[src/rtl/aes_pkg.sv]
// Shared AES definitions for the key schedule: sizes, round-constant seed, word and block
// types, the GF(2^8) doubling helper (xtime) and the forward S-box table.
// Bit order is big-endian throughout: byte 0 is bits [0:7], word 0 is bits [0:31].
package aes_pkg;

  localparam int unsigned AES_NR     = 10;  // rounds for AES-128
  localparam int unsigned AES_NK     = 4;   // key length in 32-bit words
  localparam logic [7:0]  RCON_INIT  = 8'h01;
  localparam logic [7:0]  XTIME_POLY = 8'h1B;

  typedef logic [0:31]  aes_word_t;
  typedef logic [0:127] aes_block_t;

  typedef enum logic [1:0] {
    StIdle,
    StExpand,
    StReady
  } ks_state_e;

  // Forward S-box, entry i is bits [8*i : 8*i+7].
  localparam logic [0:2047] SBOX_FWD = {
    128'h637c777bf26b6fc53001672bfed7ab76,
    128'hca82c97dfa5947f0add4a2af9ca472c0,
    128'hb7fd9326363ff7cc34a5e5f171d83115,
    128'h04c723c31896059a071280e2eb27b275,
    128'h09832c1a1b6e5aa0523bd6b329e32f84,
    128'h53d100ed20fcb15b6acbbe394a4c58cf,
    128'hd0efaafb434d338545f9027f503c9fa8,
    128'h51a3408f929d38f5bcb6da2110fff3d2,
    128'hcd0c13ec5f974417c4a77e3d645d1973,
    128'h60814fdc222a908846eeb814de5e0bdb,
    128'he0323a0a4906245cc2d3ac629195e479,
    128'he7c8376d8dd54ea96c56f4ea657aae08,
    128'hba78252e1ca6b4c6e8dd741f4bbd8b8a,
    128'h703eb5664803f60e613557b986c11d9e,
    128'he1f8981169d98e949b1e87e9ce5528df,
    128'h8ca1890dbfe6426841992d0fb054bb16
  };

  // Multiply by x in GF(2^8): 8'h80 -> 8'h1B.
  function automatic logic [7:0] xtime(input logic [7:0] b);
    return {b[6:0], 1'b0} ^ (b[7] ? XTIME_POLY : 8'h00);
  endfunction

  function automatic logic [7:0] sbox_fwd(input logic [7:0] b);
    return SBOX_FWD[{b, 3'b000} +: 8];
  endfunction

endpackage

[src/rtl/aes_sub_word.sv]
// SubWord for the key schedule: forward S-box applied to each byte of a 32-bit word.
// Purely combinational; this is the forward table, not the inverse one used by the rounds.
// Ports:
//   word_i  input  [0:31]  word to substitute
//   word_o  output [0:31]  substituted word
module aes_sub_word
  import aes_pkg::*;
(
  input  aes_word_t word_i,
  output aes_word_t word_o
);

  always_comb begin
    word_o = '0;
    for (int i = 0; i < 4; i++) begin
      word_o[8*i +: 8] = sbox_fwd(word_i[8*i +: 8]);
    end
  end

endmodule

[src/rtl/aes_inv_key_sched.sv]
// AES-128 key schedule and round-key store feeding the inverse cipher rounds.
// A start pulse loads cipher_key as round key 0, then one round key is derived per cycle
// until all 11 are held; any entry can then be read by index with one cycle of latency.
// Build option: define AES_KEYSCHED_ZEROIZE_EN to clear the whole store on reset and on
// every accepted start, so no key material from a previous key survives a rekey.
// Ports:
//   Clk         input         clock, rising edge
//   Reset       input         synchronous active-high reset
//   start       input         load cipher_key and begin expansion (ignored while busy)
//   cipher_key  input [0:127] key sampled when start is accepted
//   busy        output        expansion in progress
//   ready       output        all 11 round keys valid
//   rd_idx      input [3:0]   round-key index 0..10
//   round_key   output[0:127] registered store[rd_idx]; 0 when not ready or index > 10
module aes_inv_key_sched
  import aes_pkg::*;
#(
  parameter int unsigned NUM_ROUNDS = 10,
  parameter int unsigned KEY_W      = 128
) (
  input  logic             Clk,
  input  logic             Reset,
  input  logic             start,
  input  logic [0:KEY_W-1] cipher_key,
  output logic             busy,
  output logic             ready,
  input  logic [3:0]       rd_idx,
  output logic [0:KEY_W-1] round_key
);

  if (NUM_ROUNDS != AES_NR || KEY_W != 128) begin : gen_param_check
    $error("aes_inv_key_sched supports only AES-128 (NUM_ROUNDS=10, KEY_W=128)");
  end

  localparam int unsigned NumKeys = AES_NR + 1;
  localparam logic [3:0]  LastIdx = 4'(AES_NR);

  ks_state_e  state_q, state_d;
  logic [3:0] cnt_q, cnt_d;
  logic [7:0] rcon_q, rcon_d;
  aes_block_t store_q [NumKeys];

  logic       load;
  logic       expand_we;
  logic [3:0] prev_idx;
  aes_block_t prev_key;
  aes_word_t  rot_word, sub_word, temp;
  aes_word_t  n0, n1, n2, n3;
  aes_block_t next_key;

  // Round derivation from the previously written entry.
  always_comb begin
    prev_idx = cnt_q - 4'd1;
    prev_key = (prev_idx <= LastIdx) ? store_q[prev_idx] : '0;
    rot_word = {prev_key[104:127], prev_key[96:103]};
  end

  aes_sub_word u_sub_word (
    .word_i (rot_word),
    .word_o (sub_word)
  );

  always_comb begin
    temp     = sub_word ^ {rcon_q, 24'h0};
    n0       = prev_key[0:31]   ^ temp;
    n1       = prev_key[32:63]  ^ n0;
    n2       = prev_key[64:95]  ^ n1;
    n3       = prev_key[96:127] ^ n2;
    next_key = {n0, n1, n2, n3};
  end

  // Next-state logic.
  always_comb begin
    state_d   = state_q;
    cnt_d     = cnt_q;
    rcon_d    = rcon_q;
    load      = 1'b0;
    expand_we = 1'b0;
    unique case (state_q)
      StIdle, StReady: begin
        if (start) begin
          load    = 1'b1;
          state_d = StExpand;
          cnt_d   = 4'd1;
          rcon_d  = RCON_INIT;
        end
      end
      StExpand: begin
        expand_we = 1'b1;
        cnt_d     = cnt_q + 4'd1;
        rcon_d    = xtime(rcon_q);
        if (cnt_q == LastIdx) begin
          state_d = StReady;
        end
      end
      default: state_d = StIdle;
    endcase
  end

  assign busy  = (state_q == StExpand);
  assign ready = (state_q == StReady);

  // Control registers and read port. The read uses the current ready, so a read issued
  // on the same cycle as a restart still returns the old key.
  always_ff @(posedge Clk) begin
    if (Reset) begin
      state_q   <= StIdle;
      cnt_q     <= 4'd0;
      rcon_q    <= RCON_INIT;
      round_key <= '0;
    end else begin
      state_q   <= state_d;
      cnt_q     <= cnt_d;
      rcon_q    <= rcon_d;
      round_key <= (ready && rd_idx <= LastIdx) ? store_q[rd_idx] : '0;
    end
  end

  // Round-key store; no reset unless zeroization is built in.
  always_ff @(posedge Clk) begin
`ifdef AES_KEYSCHED_ZEROIZE_EN
    if (Reset || load) begin
      for (int i = 0; i < NumKeys; i++) begin
        store_q[i] <= '0;
      end
    end
`endif
    if (!Reset) begin
      if (load) begin
        store_q[0] <= cipher_key;
      end else if (expand_we) begin
        store_q[cnt_q] <= next_key;
      end
    end
  end

endmodule

[config.mk]
export PLATFORM = sky130hd
export DESIGN_NAME = aes_inv_key_sched
export DESIGN_NICKNAME = d
export VERILOG_FILES = /design/src/rtl/aes_pkg.sv /design/src/rtl/aes_sub_word.sv /design/src/rtl/aes_inv_key_sched.sv
export SDC_FILE = /design/constraint.sdc
export NUM_CORES = 2
export LEC_CHECK = 0
export CAP_MARGIN = 20
export CORE_MARGIN = 2
export CORE_UTILIZATION = 59
export DETAILED_ROUTE_END_ITERATION = 7
export GPL_TIMING_DRIVEN = 0
export HOLD_SLACK_MARGIN = 0.02
export PLACE_DENSITY_LB_ADDON = 0.12
export SLEW_MARGIN = 20
export SYNTH_ARGS = -nofsm -noshare
export SYNTH_HDL_FRONTEND = slang
export SYNTH_SLANG_ARGS = --single-unit
[constraint.sdc]
create_clock -name Clk -period 29 [get_ports Clk]
set_clock_uncertainty 0.15 [all_clocks]
set_input_delay 8.7 -clock Clk [delete_from_list [all_inputs] [get_ports Clk]]
set_output_delay 8.7 -clock Clk [all_outputs]
set_load 0.1 [all_outputs]
==> metrics.txt, run 1 <==
status=stopped before the end; failing step=5_1_grt; Err=[ERROR GRT-0116] Global routing finished with congestion. Check the congestion regions in the DRC Viewer.; largest net degree at the start of global routing=21; # port buffers=260; Site Rows=140; cts bufs inserted=154; Seq/Total Area, Yosys=51.9%; Synth Area per Inst=12.3 sq um; RD Place Congestion=about 1.1; Distinct cells, synth=111; cts hold-fix bufs=0; Syn. warnings=0; Ports=between 200 and 300; Max Buffers Root-to-Sink=3; Mapped Cells=7,063; vias in the first global route=94,600; Final HPWL DP=between 300,000 and 400,000 um; overall global routing resource usage=78.2%; leading area contributor after synthesis=edfxtp_1; Setup WS pre-CTS=14.70 ns; top-area cell type share of the netlist area=48.6%; clk root buf=clkbuf_16; number of synthesized flops with an enable pin=between 1,000 and 1,500; Setup Buffers After CTS=0; initial core utilization=59.6%; gr ovfl total=roughly 170; die width=just under 400 um; mapped cell area=approximately 0.087 sq mm; ys flop type=edfxtp_1; first-pass GRT wire length=810,000 um; Die Ht=about 390 um; H-tree level count=4; Post-CTS Resized=0; Synthesized Nets=7,250; clock tree sinks=1,550; Area contributors post-synth=edfxtp_1, mux4_2, mux2i_1, dfxtp_1, a21oi_1; async set or reset register ratio after synthesis=0%; dpl cells=9,420; FF+latch count, synth=1,550
-- cell families after synthesis --
family	share of synthesized area, %
buffers and inverters	3.60
and+or+nand+nor	8.79
xor gates and xnor gates	2.07
DFF	51.9
adders and majority gates	0.749
muxes	17.7
AOI/OAI and AO/OA	15.2
-- synthesized netlist by cell type (136+ instances only) --
cell      number
edfxtp_1    1408
nand2_1      573
a21oi_1      525
nor2_1       523
mux4_2       488
mux2i_1      365
o21ai_0      326
a211oi_1     305
clkbuf_1     297
buf_2        206
nand3_1      165
a31oi_1      142
dfxtp_1      142
nor2b_1      136
-- layer usage --
layer  global-route usage (%)  GRT overflow
met1                     77.5            17
met2                     90.0            63
met3                     70.8            19
met4                     72.9            71
met5                     49.2             1
-- metrics by stage --
stage / util [%] / cell area, sq um
3_5_place_dp: 64.9 / 94600
3_3_place_gp: 63.0 / 91900
2_1_floorplan: - / 86900
4_1_cts: 68.3 / 99700
==> run 2: changes to the inputs <==
--- a/config.mk
+++ b/config.mk
@@ -7,11 +7,10 @@
 export LEC_CHECK = 0
 export CAP_MARGIN = 20
 export CORE_MARGIN = 2
-export CORE_UTILIZATION = 59
+export CORE_UTILIZATION = 40
 export DETAILED_ROUTE_END_ITERATION = 7
 export GPL_TIMING_DRIVEN = 0
-export HOLD_SLACK_MARGIN = 0.02
-export PLACE_DENSITY_LB_ADDON = 0.12
+export PLACE_DENSITY_LB_ADDON = 0.15
 export SLEW_MARGIN = 20
 export SYNTH_ARGS = -nofsm -noshare
 export SYNTH_HDL_FRONTEND = slang
==> run 2 against run 1 <==
Effect of this change: the run now ends clean; area after synthesis unchanged; synthesized cell count is the same.
==> metrics.txt, run 2 <==
top-area cell type share of the netlist area=48.6% (unchanged); top cells by count, synth=edfxtp_1, nand2_1, a21oi_1; Setup crit start kind=input pin; P_int=4.56 mW; critical path startpoint=Reset; antenna violations before repair=45; Sw Share=42.6%; area of the core=0.217 sq mm; # port buffers=260 (unchanged); worst-case reg-to-reg path depth=23; # DRC=0; share of post-route cells with drive strength above 1=between 20% and 30%; commonest non-fill, non-tap cell in the layout=edfxtp_1; largest net degree at the start of global routing=17; clock latency on the worst-skew pair=0.89 ns; Syn. warnings=0 (unchanged); CP max stage cell=clkbuf_1; first-pass GRT wire length=672,000 um; max reg flops=~1,400; Worst-path clk slew=0.06 ns; Distinct cells, synth=111 (unchanged); Fmax=0.0710 GHz; Synthesized Nets=7,250 (unchanged); worst-path cell chain=clkbuf_1 -> nand2b_1 -> clkbuf_2 -> clkbuf_2 -> clkbuf_1 -> clkbuf_1 -> nand2_1 -> nand2_1; post-route clock period utilization=48.6%; RD Place Congestion=1.03 (-9.1%); critical path depth=8; dpl cells=10,400 (+11%); buffers and inverters on the worst path=5; DR WL/cell=47.0 um; Clk pwr share=27.7%; switching pwr=3.39 mW; RSZ-0062 raised after global routing=false; Worst R2R Start=cnt_q[0]; mapped cell area=0.0869 sq mm (unchanged); Flop pwr share=~32%; hold path start=rcon_q[5]; Die Ht=470 um (+21%); Slew @ Worst Pin=between 1 and 1.5 ns; clk root buf=clkbuf_16; die area=between 0.2 and 0.25 sq mm; Max Buffers Root-to-Sink=3 (unchanged); Via-to-Cell Ratio=7.29; CP top delay family=buffers and inverters; WHS Path Cells=1; cts bufs inserted=170 (+10%); Finished Cell Area=0.103 sq mm; WHS=0.398 ns; gr ovfl total=0; DRT Pass-1 Iters=8; final setup violation count=0; min cycle time layout=14.08 ns; ys flop type=edfxtp_1; CP max FO=11; relative slew slack=9.52%; Setup Buffers After CTS=0 (unchanged); Site Rows=171 (+22%); DRT iter0 DRCs=around 14,000; Crit Path Class=input pin to register; Final Max Tran Viols=0; Mapped Cells=7,063 (unchanged); Biggest register=store_q; async set or reset register ratio after synthesis=0% (unchanged); worst min path class=register to register; worst endpoint required time=29.39 ns; Seq/Total Area, Yosys=51.9% (unchanged); Area growth, synth to finish=18.9%; most numerous cell in the Yosys netlist=edfxtp_1; pwr dens=just under 80 mW/mm^2; cts hold-fix bufs=0 (unchanged); status=complete, no violations; final hold vios=0; vias in the first global route=73,600; number of synthesized flops with an enable pin=1,408 (unchanged); Max Cap Viol=0; Crit path top cell by count=clkbuf_1; Final ANT Viol Nets=0; H-tree level count=4 (unchanged); Post-CTS Resized=0 (unchanged); Area contributors post-synth=edfxtp_1, mux4_2, mux2i_1, dfxtp_1, a21oi_1; critical path data arrival time=14.48 ns; nets=about 7,900; most frequent cells in the layout=edfxtp_1, nand2_1, a21oi_1; Final HPWL DP=372,000 um (+7.3%); Worst VDD drop=70.4 uV; P_leak=between 30 and 40 nW; Largest regs=store_q (1408), round_key (128), rcon_q (8); die width=470 um (+21%); CTS tree=done; crit path capture type=register; leading area contributor after synthesis=edfxtp_1; CP max stage delay=approximately 0.96 ns; Synth Area per Inst=12.3 sq um (unchanged); total number of vias=78,700; FF+latch count, synth=1,550 (unchanged); Final Non-Filler Cells=10,800; initial core utilization=40.1% (-19 points); Ports=265 (unchanged); clock tree sinks=1,550 (unchanged); DP Area=0.0974 sq mm (+2.9%); Gate power share=roughly two fifths; setup slack after layout=14.92 ns; total detailed-routing wirelength=507,000 um; Setup WS pre-CTS=14.54 ns (-0.161 ns); overall global routing resource usage=44.8%
[run 2: cell counts after synthesis]
Identical to the previous run, type by type.
[run 2: through the flow]
| stage | total power [mW] | utilization [%] | TNS, ns |
|---|---|---|---|
| finish | 7.95 | 47.7 | 0 |
| global route | 7.99 | 47.7 | 0 |
| CTS | 7.72 | 47.6 | 0 |
| detailed placement | 5.56 | 45.0 | 0 |
| global placement | 5.50 | 43.0 | -3736.44 |
| floorplan | 4.03 | - | 0 |
[run 2: path summary, 6_finish.rpt]
path / endpoint / slack [ns]
worst max-delay path: store_q[0][30] / 14.92
worst min-delay path: rcon_q[5] / 0.40
worst max register to register: store_q[4][6] / 16.74
worst min register to register: rcon_q[5] / 0.40
[run 2: power by group through the flow]
stage	logic, mW	clock network (mW)	registers [mW]
after global placement	2.89	0	2.61
after global routing	3.16	2.28	2.55
after detailed placement	2.97	0	2.59
final	3.21	2.20	2.55
after floorplan	1.43	0	2.59
after CTS	2.98	2.19	2.55
[run 2: layout make-up]
type | instances | area, sq um
tap | 2854 | 3570
sequential | 1550 | 45100
inverter | 35 | 131
clock inverter | 72 | 791
multi-input combinational | 4827 | 39500
fill | 19500 | 113000
timing repair buffer | 521 | 6210
clock buffer | 246 | 4830
antenna | 35 | 87.6
buffer | 651 | 3110
[run 2: routing by layer]
| metal | track usage, % | wire, um |
|---|---|---|
| met1 | 56.9 | 182000 |
| met4 | 33.5 | 46400 |
| met2 | 63.0 | 209000 |
| met5 | 0 | 139 |
| met3 | 15.6 | 69200 |
[run 2: logic make-up after synthesis]
kind of cell    count (synthesis)  share of synthesized area [%]
buf+inv                       686                           3.60
fa+ha+maj                      52                          0.749
xor+xnor                      193                           2.07
flops                        1550                           51.9
mux                           913                           17.7
simple gates                 1687                           8.79
compound gates               1982                           15.2
Power figures use the tool's default switching activity.
